File: src/rtl/ifetch_queue_if.sv
// Pipelined Wishbone bundle for the instruction fetch port.
// The master drives the request side; the slave returns data, ack and stall.
interface if_wb;
    logic        cyc;
    logic        stb;
    logic        we;
    logic [31:0] adr;
    logic [3:0]  sel;
    logic [31:0] dat_w;
    logic [31:0] dat_r;
    logic        ack;
    logic        stall;

    modport master (
        output cyc, stb, we, adr, sel, dat_w,
        input  dat_r, ack, stall
    );

    modport slave (
        input  cyc, stb, we, adr, sel, dat_w,
        output dat_r, ack, stall
    );
endinterface

File: src/rtl/ifetch_queue.sv
// Instruction fetch/prefetch queue: pipelined Wishbone master that buffers
// returned words with their addresses and discards responses made stale by a redirect.
module ifetch_queue #(
    parameter int unsigned DEPTH    = 4,
    parameter logic [31:0] RESET_PC = 32'h0
) (
    input  logic        clk_i,
    input  logic        rst_i,
    if_wb.master        ins_bus,
    input  logic        pc_set,
    input  logic [31:0] pc_new,
    input  logic        halt,
    input  logic        ins_pop,
    output logic        ins_valid,
    output logic [31:0] ins_word,
    output logic [31:0] ins_pc
);
    localparam int AW = $clog2(DEPTH);
    localparam int CW = AW + 1;
    localparam logic [CW:0] DEPTH_C = (CW + 1)'(DEPTH);

    typedef logic [CW-1:0] cnt_t;
    typedef logic [AW-1:0] ptr_t;

    logic        stb_q, stb_d;
    logic [31:0] fetch_adr_q, fetch_adr_d;
    logic [31:0] resp_adr_q, resp_adr_d;
    cnt_t        occ_q, occ_d;
    cnt_t        inflight_q, inflight_d;
    cnt_t        stale_q, stale_d;
    ptr_t        head_q, head_d;
    ptr_t        tail_q, tail_d;
    logic [31:0] word_q [DEPTH];
    logic [31:0] pc_q   [DEPTH];

    logic        accept;
    logic        ack_v;
    logic        drop;
    logic        push;
    logic        pop;
    logic [CW:0] load;

    assign accept = stb_q && !ins_bus.stall;
    assign ack_v  = ins_bus.ack && (inflight_q != '0);
    assign drop   = ack_v && (stale_q != '0);
    assign push   = ack_v && !drop && !pc_set;
    assign pop    = ins_valid && ins_pop && !pc_set;

    assign ins_bus.cyc   = stb_q || (inflight_q != '0);
    assign ins_bus.stb   = stb_q;
    assign ins_bus.we    = 1'b0;
    assign ins_bus.adr   = fetch_adr_q;
    assign ins_bus.sel   = 4'hf;
    assign ins_bus.dat_w = 32'h0;

    assign ins_valid = (occ_q != '0);
    assign ins_word  = word_q[head_q];
    assign ins_pc    = pc_q[head_q];

    always_comb begin
        inflight_d  = inflight_q + cnt_t'(accept) - cnt_t'(ack_v);
        occ_d       = occ_q + cnt_t'(push) - cnt_t'(pop);
        stale_d     = stale_q - cnt_t'(drop);
        head_d      = head_q + ptr_t'(pop);
        tail_d      = tail_q + ptr_t'(push);
        fetch_adr_d = accept ? fetch_adr_q + 32'd4 : fetch_adr_q;
        resp_adr_d  = push ? resp_adr_q + 32'd4 : resp_adr_q;
        if (pc_set) begin
            // Everything still outstanding, including this cycle's accept, is stale.
            occ_d       = '0;
            stale_d     = inflight_d;
            head_d      = '0;
            tail_d      = '0;
            fetch_adr_d = pc_new;
            resp_adr_d  = pc_new;
        end
        load  = {1'b0, occ_d} + {1'b0, inflight_d};
        stb_d = !halt && !pc_set && (load < DEPTH_C);
    end

    always_ff @(posedge clk_i or negedge rst_i) begin
        if (!rst_i) begin
            stb_q       <= 1'b0;
            fetch_adr_q <= RESET_PC;
            resp_adr_q  <= RESET_PC;
            occ_q       <= '0;
            inflight_q  <= '0;
            stale_q     <= '0;
            head_q      <= '0;
            tail_q      <= '0;
        end else begin
            stb_q       <= stb_d;
            fetch_adr_q <= fetch_adr_d;
            resp_adr_q  <= resp_adr_d;
            occ_q       <= occ_d;
            inflight_q  <= inflight_d;
            stale_q     <= stale_d;
            head_q      <= head_d;
            tail_q      <= tail_d;
        end
    end

    always_ff @(posedge clk_i or negedge rst_i) begin
        if (!rst_i) begin
            for (int i = 0; i < DEPTH; i++) begin
                word_q[i] <= '0;
                pc_q[i]   <= '0;
            end
        end else if (push) begin
            word_q[tail_q] <= ins_bus.dat_r;
            pc_q[tail_q]   <= resp_adr_q;
        end
    end
endmodule
File: src/flat_wrapper.sv
// flat-port wrapper written by rule: the top's interface ports become plain ports
module ifetch_queue_flat 
#(
    parameter int unsigned DEPTH    = 4,
    parameter logic [31:0] RESET_PC = 32'h0
)
  (clk_i, rst_i, pc_set, pc_new, halt, ins_pop, ins_valid, ins_word, ins_pc, ins_bus_cyc, ins_bus_stb, ins_bus_we, ins_bus_adr, ins_bus_sel, ins_bus_dat_w, ins_bus_dat_r, ins_bus_ack, ins_bus_stall);
  if_wb ins_bus_i ();
  input  logic clk_i;
  input  logic rst_i;
  input  logic pc_set;
  input  logic [31:0] pc_new;
  input  logic halt;
  input  logic ins_pop;
  output logic ins_valid;
  output logic [31:0] ins_word;
  output logic [31:0] ins_pc;
  output wire logic [$bits(ins_bus_i.cyc)-1:0] ins_bus_cyc;
  output wire logic [$bits(ins_bus_i.stb)-1:0] ins_bus_stb;
  output wire logic [$bits(ins_bus_i.we)-1:0] ins_bus_we;
  output wire logic [$bits(ins_bus_i.adr)-1:0] ins_bus_adr;
  output wire logic [$bits(ins_bus_i.sel)-1:0] ins_bus_sel;
  output wire logic [$bits(ins_bus_i.dat_w)-1:0] ins_bus_dat_w;
  input wire logic [$bits(ins_bus_i.dat_r)-1:0] ins_bus_dat_r;
  input wire logic [$bits(ins_bus_i.ack)-1:0] ins_bus_ack;
  input wire logic [$bits(ins_bus_i.stall)-1:0] ins_bus_stall;
  assign ins_bus_cyc = ins_bus_i.cyc;
  assign ins_bus_stb = ins_bus_i.stb;
  assign ins_bus_we = ins_bus_i.we;
  assign ins_bus_adr = ins_bus_i.adr;
  assign ins_bus_sel = ins_bus_i.sel;
  assign ins_bus_dat_w = ins_bus_i.dat_w;
  assign ins_bus_i.dat_r = ins_bus_dat_r;
  assign ins_bus_i.ack = ins_bus_ack;
  assign ins_bus_i.stall = ins_bus_stall;
  ifetch_queue #(.DEPTH(DEPTH), .RESET_PC(RESET_PC)) u_core (.clk_i(clk_i), .rst_i(rst_i), .ins_bus(ins_bus_i), .pc_set(pc_set), .pc_new(pc_new), .halt(halt), .ins_pop(ins_pop), .ins_valid(ins_valid), .ins_word(ins_word), .ins_pc(ins_pc));
endmodule
File: config.mk
export PLATFORM = sky130hd
export DESIGN_NAME = ifetch_queue_flat
export DESIGN_NICKNAME = d
export VERILOG_FILES = /design/src/rtl/ifetch_queue_if.sv /design/src/rtl/ifetch_queue.sv /design/src/flat_wrapper.sv
export SDC_FILE = /design/constraint.sdc
export NUM_CORES = 1
export LEC_CHECK = 0
export BUFFER_PORTS_ARGS = -buffer_cell sky130_fd_sc_hd__buf_2
export CAP_MARGIN = 20
export CORE_MARGIN = 8
export CORE_UTILIZATION = 55
export CTS_BUF_LIST = sky130_fd_sc_hd__clkbuf_8
export CTS_CLUSTER_DIAMETER = 120
export DETAILED_ROUTE_END_ITERATION = 7
export HOLD_SLACK_MARGIN = 0.12
export PLACE_DENSITY = 0.8
export REMOVE_ABC_BUFFERS = 1
export SLEW_MARGIN = 20
export SYNTH_ARGS = -nofsm -noshare
export SYNTH_HDL_FRONTEND = slang
export SYNTH_SLANG_ARGS = --single-unit
File: constraint.sdc
create_clock -name clk_i -period 4.35 [get_ports clk_i]
set_clock_uncertainty 0.05 [all_clocks]
set_input_delay 0.2175 -clock clk_i [delete_from_list [all_inputs] [get_ports clk_i]]
set_output_delay 0.2175 -clock clk_i [all_outputs]
set_load 0.005 [all_outputs]
After elaboration in Yosys (flattened, before gate mapping)

Index checks and enable logic that the tools add are counted.

Word-level logic and storage cells: 70
Register bits: 334
Input bits: 71

Mux-type cells: 18
Magnitude comparators: 4
Reductions and logical operators: 20
$add $sub $neg: 10
Bitwise gates (word level): 2

Operators by type and width:

| cell                  | number |
|---|---|
| $mux 32               | 9 |
| $bwmux 128            | 2 |
| $bmux 32 s2           | 2 |
| $add 32x3->32 const B | 2 |
| $demux 32 s2          | 1 |
| $logic_and 1x1->1     | 10 |
| $reduce_bool 3->1     | 3 |
| $sub 3x1->3           | 3 |
| $add 3x1->3           | 2 |
| $ge 3x3->1 const B    | 2 |
| $mux 3                | 2 |
| $not 2->3             | 2 |
| $add 2x1->2           | 2 |
| $add 3x3->4           | 1 |
| $logic_not 1->1       | 4 |
| $lt 4x3->1 const B    | 1 |
| $mux 2                | 2 |
| $reduce_bool 2->1     | 2 |
| $lt 3x1->1 const B    | 1 |
| $logic_or 1x1->1      | 1 |

Depth between registers and ports, before layout

Gate-level depths: netlist of run 1.

Word-level depth: 12
Mapped depth: 14
Depth with buffers taken out: 12

Worst setup path before layout of run 1

No wires, ideal clock.

Path kind: register -> register
Start: register u_core.inflight_q[0]
End: register u_core.stb_q, in the netlist u_core.ins_bus.stb
Cell stages (with the launch flop): 13
Path buffers: 0
Data arrival time: 3.126 ns
Setup slack: 1.075 ns
Required time: 4.201 ns
Path through: dfrtp_1 -> o31ai_2 -> inv_2 -> ha_1 -> inv_1 -> ha_1 -> inv_1 -> fa_1 -> xnor2_1 -> xnor2_1 -> ha_1 -> or4_1 -> a311oi_1

RTL lines:

| item                                                | line               | RTL |
|---|---|---|
| from (decl)                                         | ifetch_queue.sv:29 | `cnt_t inflight_q, inflight_d;` |
| from (signal assigned)                              | ifetch_queue.sv:96 | `inflight_q <= inflight_d;` |
| branches (longest 2 deep; another with $add 3x1->3) | n/a                |  |
| $sub 3x1->3 (*)                                     | ifetch_queue.sv:61 | `inflight_d = inflight_q + cnt_t'(accept) - cnt_t'(ack_v);` |
| via u_core.inflight_d[2]                            | ifetch_queue.sv:29 |  |
| $add 3x3->4 (*)                                     | ifetch_queue.sv:77 | `load = {1'b0, occ_d} + {1'b0, inflight_d};` |
| $lt 4x3->1 (*)                                      | ifetch_queue.sv:78 | `stb_d = !halt && !pc_set && (load < DEPTH_C);` |
| $logic_and 1x1->1 (*)                               | ifetch_queue.sv:78 |  |
| via u_core.stb_d                                    | ifetch_queue.sv:25 | `logic stb_q, stb_d;` |
| to (signal assigned)                                | ifetch_queue.sv:92 | `stb_q <= stb_d;` |
| to (decl)                                           | ifetch_queue.sv:25 |  |

Mark *: on every way through the listed nets, which the timed path passes.
A chain may end at the register's enable or synchronous reset.

Final worst setup path of run 1

Start: register u_core.inflight_q[2]
End: register u_core.stb_q, in the netlist u_core.ins_bus.stb

The elaborated chain is that of the path after synthesis.

==> flow_summary_export.csv, run 1 <==
group,metric,value,unit
routing,met2_wirelength,19000,µm
sta,fin_setup_tns,0,ns
sta,tightestPinTransition,1.162,ns
final_layout,final_net_count,1462,
synth,synth_cells,1151,
sta,layout_setup_ws,0.5483,ns
setup_path,crit_slowest_cell,"or4_1",
synth,avgSynthCellArea,13.75,µm²
synth,ys_types,48,
synth,synth_top_area_share,52.82,%
cts,cts_buffer_depth,3,
final_layout,drive_gt1_share,36.49,%
sta,hold_violations,0,
synth,async_reset_ff_share,100.0,%
place,dp.final_hpwl,24510,µm
cts,cts_tree,"yes",
floorplanning,fp.dieH,185.6,µm
place,place_ws,0.7966,ns
place,place.port_buffers,169,
run_status,status,"completed",
final_layout,design_area,18630,µm²
setup_path,worstPathArrival,4.23,ns
flow_run,maxCapViolCount,0,
final_layout,final_util,65.25,%
grt,grt_pass1_vias,11170,
setup_path,path_cells,"o31ai_2, inv_2, ha_1, inv_1, ha_1, inv_1, fa_1, xnor2_1, xnor2_1, ha_1, or4_1, a311oi_1",
setup_path,cp.required,4.77,ns
sta,max-slew-margin-rel,21.92,%
floorplanning,std_cell_rows,62,
routing,routed.top_layer,"met5",
synth,synth_area_leaders,"dfrtp_1, mux2_2, mux4_2, mux2_1, buf_4",
sta,fin_crit_sh,87.40,%
pwr,power_density,470.3,nW/µm²
sta,drv_slew,0,
pwr,clock_power_share,31.0,%
synth,yosysTopAreaCell,"dfrtp_1",
grt,grt_overflow,0,
routing,route.vias.total,10650,
setup_path,cpMostUsedCell,"ha_1",
routing,drtIter0Drc,705,
synth,syn-cell-area,15820,µm²
setup_path,path_class,"reg -> reg",
setup_path,path_buf_inv,3,
sta,timing.fmax,263.0,MHz
place,gp_congestion,0.8161,
min_path,hold_path.class,"in -> reg",
routing,drtAntennaViolNets,0,
synth,synth_edf_count,0,
grt,antenna_found_initial,1,
cts,clk_latency,0.59,ns
setup_path,crit_family,"adder cells",
grt,grt_max_degree,125,
floorplanning,initial_core_util,55.43,%
pwr,p_sw_share,28.84,%
grt,grt_pass1_wl,61930,µm
routing,wl_met3,2558,µm
cts,cts_made_buffers,56,
sta,rsz0062_at_grt,"no",
setup_path,critPathMaxStageDelay,0.53,ns
sta,holdWs,0.1546,ns
setup_path,start_kind,"register",
cts,clock-sinks,334,
synth,ys_warn_count,0,
routing,firstDrtPassIters,5,
floorplanning,die_area,34450,µm²
final_layout,syn2layout_area_growth,17.72,%
routing,avgRoutedWirePerCell,21.57,µm
cts,ctsHtreeMaxLevel,2,
floorplanning,coreArea,28550,µm²
routing,drc,0,
setup_path,end_kind,"register",
synth,ys_ff_latch,334,
pwr,vdd_drop_max,0.2946,mV
pwr,p_leak,8.763,nW
routing,wl,38780,µm
synth,ys_seq_area_share,52.82,%
sta,setup_viol,0,
final_layout,diodes,0,
sta,finalCriticalPeriod,3.802,ns
cts,clk_pin_slew,0.06,ns
pwr,seqPwrFrac,45.4,%
floorplanning,io_pins,207,
pwr,p_comb_share,23.6,%
pwr,netSwitchingPower,2.527,mW
synth,dominantRegCellSynth,"dfrtp_1",
cts,clock_tree.root_cell,"clkbuf_8",
routing,via_per_inst,5.920,
pwr,p_int,6.234,mW
place,place_area,16860,µm²
routing,drt-met1-wl,16080,µm
cts,post_cts_buffers,0,
setup_path,cp_max_fo,8,
floorplanning,fp.dieW,185.6,µm
grt,track_usage,22.81,%
[worst register-to-register path, delay by kind of cell (launching register included)]
kind | cells | cell delay [ns]
fa+ha+maj | 4 | 1.12
compound gates | 2 | 0.81
simple gates | 1 | 0.53
xor+xnor | 2 | 0.48
flops | 1 | 0.43
buf+inv | 3 | 0.27
[routing by layer]
metal	vias up	track usage, %
met5	-	0
met4	2	7.526
met3	82	4.607
met2	381	37.50
met1	5473	30.14
li1	4707	-
[worst paths after layout]
kind,end,slack [ns],from,cells after the start
max in group asynchronous,u_core.word_q[27],2.80,rst_i,3
min,u_core.stale_q[0],0.15,ins_bus_ack,5
min reg2reg,u_core.pc_q[38],0.43,u_core.pc_q[38],1
max,u_core.ins_bus.stb,0.55,u_core.inflight_q[2],12
max reg2reg,u_core.ins_bus.stb,0.55,u_core.inflight_q[2],12
min in group asynchronous,u_core.pc_q[112],0.28,rst_i,2
[final cells by class]
cell class,count,area (µm²)
fillers,2127,9920
flip-flops and latches,334,8366
multi-input cells,715,6913
repair buffers,251,1702
clock buffers,70,963.4
well taps,384,480.5
clock inverters,25,132.6
inverters,19,71.32
[power groups by stage]
| stage | sequential (mW) | combinational (mW) | clock, mW |
|---|---|---|---|
| 2_1_floorplan | 3.92 | 1.24 | 0 |
| 3_3_place_gp | 3.98 | 1.96 | 0 |
| 3_5_place_dp | 4.02 | 2.02 | 0 |
| 4_1_cts | 3.97 | 2.08 | 2.78 |
| 5_1_grt | 4.05 | 2.27 | 2.94 |
| 6_report | 3.98 | 2.07 | 2.71 |
[synthesized netlist by cell type, types with 6 or more instances]
| library cell | number |
|---|---|
| nand2_1 | 29 |
| o31ai_1 | 22 |
| mux4_2 | 64 |
| buf_2 | 32 |
| a211oi_1 | 9 |
| nor4_1 | 17 |
| nand3_1 | 21 |
| nor3_1 | 10 |
| and4_1 | 9 |
| mux2_2 | 180 |
| a21oi_1 | 11 |
| nand4_1 | 21 |
| or3_1 | 9 |
| dfrtp_1 | 334 |
| buf_4 | 37 |
| nor2b_1 | 8 |
| xnor2_1 | 21 |
| clkbuf_1 | 37 |
| buf_1 | 11 |
| nor2_1 | 39 |
| a31oi_1 | 27 |
| o21ai_0 | 10 |
| a311oi_1 | 8 |
| inv_1 | 17 |
| mux2_1 | 88 |
| ha_1 | 12 |
| or4_1 | 26 |
| and2_1 | 6 |
[metrics by stage]
step           std cells  power, mW
3_5_place_dp        1636      6.042
6_report            1798      8.762
4_1_cts             1798      8.833
5_1_grt             1798      9.262
3_3_place_gp        1636      5.947
2_1_floorplan       1068      5.156
[logic make-up after synthesis]
logic type	synth area share, %
adders and majority gates	1.202
DFF	52.82
other	0.04746
buffers and inverters	4.428
xor gates and xnor gates	1.328
AOI/OAI and AO/OA	4.183
muxes	28.31
and+or+nand+nor	7.686
[state kept, by name, indices dropped and copies added (netlist names)]
register / cells
u_core.word_q: 128
u_core.inflight_q: 3
u_core.pc_q: 128
u_core.head_q: 2
u_core.stale_q: 3
u_core.tail_q: 2
u_core.occ_q: 3
u_core.ins_bus.adr: 32
u_core.resp_adr_q: 32
u_core.ins_bus.stb: 1
[timing repair]
| action | in CTS | in global routing |
|---|---|---|
| hold buffers | 67 | 0 |
| endpoints found under the hold margin | 313 | 0 |
| resized for setup | 0 | 0 |
[cell usage in the layout, fill, tap and decap left out, drive strengths merged, types with 2 or more instances in the layout]
cell | synthesis | layout
a211o | 2 | 2
a211oi | 9 | 9
a21oi | 11 | 11
a311oi | 8 | 8
a31oi | 27 | 27
and2 | 6 | 6
and3 | 5 | 5
and4 | 9 | 9
and4b | 3 | 3
buf | 81 | 184
clkbuf | 37 | 70
clkinv | 0 | 4
clkinvlp | 0 | 2
conb | 2 | 37
dfrtp | 334 | 334
dlygate4sd3 | 0 | 67
fa | 2 | 2
ha | 12 | 12
inv | 19 | 37
mux2 | 268 | 268
mux2i | 2 | 2
mux4 | 64 | 64
nand2 | 29 | 29
nand3 | 21 | 21
nand4 | 21 | 21
nor2 | 39 | 39
nor2b | 8 | 8
nor3 | 12 | 12
nor4 | 18 | 18
o21ai | 10 | 10
o311a | 3 | 3
o31ai | 23 | 23
or3 | 9 | 9
or4 | 26 | 26
xnor2 | 21 | 21
xor2 | 3 | 3
(Power assumes the default switching activity.)
==> inputs of run 2 (changes only) <==
Settings changed: CORE_MARGIN 8 to 2, CORE_UTILIZATION 55 to 60, PLACE_DENSITY 0.8 to 0.85.
==> run 2 against run 1 <==
Power grew 0.59%. Setup slack gained 0.092 ns. Sequential power is essentially flat. Non-clock buffer count grew 5. Critical path depth is the same. Combinational power is essentially flat. Routed wire length shrank 1.9%. Core utilization grew 6.5 points. Sequential cell count is the same. Clock power grew 2%. Via count grew 1.5%. Clock-buffer cell count grew 1. Largest cell class unchanged.
==> flow_summary_export.csv, run 2 (synthesis results as in run 1) <==
group,metric,value,unit
routing,drtAntennaViolNets,0,
final_layout,final_cell_mix,"dfrtp_1, mux2_2, buf_2, mux2_1, clkbuf_8",
pwr,p_leak,8.799,nW
floorplanning,coreArea,25980,µm²
setup_path,end_kind,"register",
place,gp_congestion,0.8761,
pwr,p_int,6.263,mW
floorplanning,io_pins,207,
setup_path,cp_max_fo,8,
setup_path,start_kind,"register",
cts,cts_made_buffers,54,
pwr,vdd_drop_max,0.4666,mV
final_layout,instances_no_fill,1757,
grt,grt_pass1_vias,11370,
pwr,p_sw_share,28.94,%
sta,rsz0062_at_grt,"no",
sta,fin_setup_tns,0,ns
sta,drv_slew,0,
routing,wl,38030,µm
cts,cts_resized,0,
setup_path,path_cells,"o31ai_2, inv_2, ha_1, inv_1, ha_1, inv_1, fa_1, xnor2_1, xnor2_1, ha_1, or4_1, a311oi_1",
cts,clk_latency,0.59,ns
pwr,p_comb_share,23.5,%
setup_path,crit_slowest_cell,"o31ai_2",
setup_path,path_class,"reg -> reg",
cts,clock-sinks,334,
floorplanning,fp.dieW,166.4,µm
grt,grt_pass1_wl,61400,µm
sta,timing.fmax,269.6,MHz
routing,drtIter0Drc,890,
place,place.port_buffers,169,
final_layout,syn2layout_area_growth,17.81,%
cts,cts_tree,"yes",
place,place_area,16800,µm²
floorplanning,fp.dieH,166.4,µm
sta,finalCriticalPeriod,3.709,ns
final_layout,n_fill_cell,1704,
grt,track_usage,27.69,%
floorplanning,initial_core_util,60.90,%
routing,via_per_inst,6.149,
setup_path,worstPathArrival,4.16,ns
cts,clock_tree.root_cell,"clkbuf_8",
floorplanning,std_cell_rows,59,
setup_path,critPathMaxStageDelay,0.53,ns
cts,ctsHoldBuffers,68,
sta,setup_viol,0,
final_layout,reg_top3,"u_core.pc_q (128), u_core.word_q (128)",
routing,avgRoutedWirePerCell,21.65,µm
pwr,netSwitchingPower,2.550,mW
pwr,power_density,472.8,nW/µm²
cts,post_cts_buffers,0,
place,place_ws,0.7393,ns
sta,holdWs,0.2131,ns
grt,grt_overflow,0,
routing,firstDrtPassIters,5,
sta,tightestPinTransition,1.177,ns
sta,hold_violations,0,
min_path,hold_path.class,"in -> reg",
flow_run,maxCapViolCount,0,
cts,cts_buffer_depth,3,
floorplanning,die_area,27690,µm²
pwr,clock_power_share,31.3,%
grt,antenna_found_initial,0,
final_layout,final_net_count,1465,
pwr,seqPwrFrac,45.2,%
setup_path,cpMostUsedCell,"ha_1",
final_layout,drive_gt1_share,36.57,%
setup_path,cp.required,4.80,ns
routing,drc,0,
run_status,status,"completed",
routing,route.vias.total,10800,
place,dp.cells,1589,
cts,ctsHtreeMaxLevel,2,
sta,fin_crit_sh,85.27,%
final_layout,final_common_cell,"dfrtp_1",
sta,max-slew-margin-rel,20.93,%
sta,layout_setup_ws,0.6406,ns
final_layout,diodes,0,
place,dp.final_hpwl,23800,µm
grt,grt_max_degree,139,
final_layout,design_area,18640,µm²
cts,clk_pin_slew,0.07,ns
run 2: layer usage:
| layer | part of all wire, % | vias to the layer above | wire [µm] | track usage (%) |
|---|---|---|---|---|
| li1 | - | 4723 | - | - |
| met1 | 42 | 5524 | 15810 | 37.96 |
| met2 | 48 | 442 | 18170 | 44.27 |
| met3 | 6.9 | 115 | 2621 | 5.648 |
| met4 | 3.8 | 0 | 1432 | 10.61 |
| met5 | 0 | - | 0 | 0 |
run 2: power by group through the flow:
| stage | Sequential (mW) | Clock [mW] | Combinational, mW |
|---|---|---|---|
| final | 3.98 | 2.76 | 2.07 |
| after global routing | 4.05 | 2.94 | 2.25 |
| after CTS | 3.97 | 2.79 | 2.06 |
| after detailed placement | 4.02 | 0 | 2.00 |
| after global placement | 3.97 | 0 | 1.93 |
| after floorplan | 3.92 | 0 | 1.24 |
run 2: path summary, 6_finish.rpt:
check / from / end / slack, ns / depth (start not counted)
setup / recovery: u_core.inflight_q[0] / u_core.ins_bus.stb / 0.64 / 12
hold / removal: pc_set / u_core.tail_q[1] / 0.21 / 3
setup reg to reg: u_core.inflight_q[0] / u_core.ins_bus.stb / 0.64 / 12
hold reg to reg: u_core.pc_q[38] / u_core.pc_q[38] / 0.43 / 1
max in group asynchronous: rst_i / u_core.pc_q[102] / 2.50 / 5
min in group asynchronous: rst_i / u_core.ins_bus.adr[3] / 0.60 / 3
run 2: through the flow:
step                      utilization [%]  power (mW)
final                               71.74       8.814
after floorplan                         -       5.156
after global placement              64.65       5.903
after global routing                71.74       9.246
after detailed placement            64.65       6.017
after CTS                           71.60       8.832
run 2: worst max-delay path: cells and delay by family, from the launching register on:
family | cells | cell delay (ns)
buf+inv | 3 | 0.29
flops | 1 | 0.41
simple gates | 1 | 0.52
xor+xnor | 2 | 0.43
fa+ha+maj | 4 | 1.14
compound gates | 2 | 0.78
run 2: layout make-up:
type | count | area [µm²] | area share, %
Inverter | 19 | 71.32 | 0.3826
Multi-Input combinational cell | 715 | 6913 | 37.08
Clock buffer | 71 | 977.2 | 5.242
Timing Repair Buffer | 256 | 1752 | 9.397
Sequential cell | 334 | 8363 | 44.86
Clock inverter | 27 | 146.4 | 0.7853
Tap cell | 335 | 419.2 | 2.248
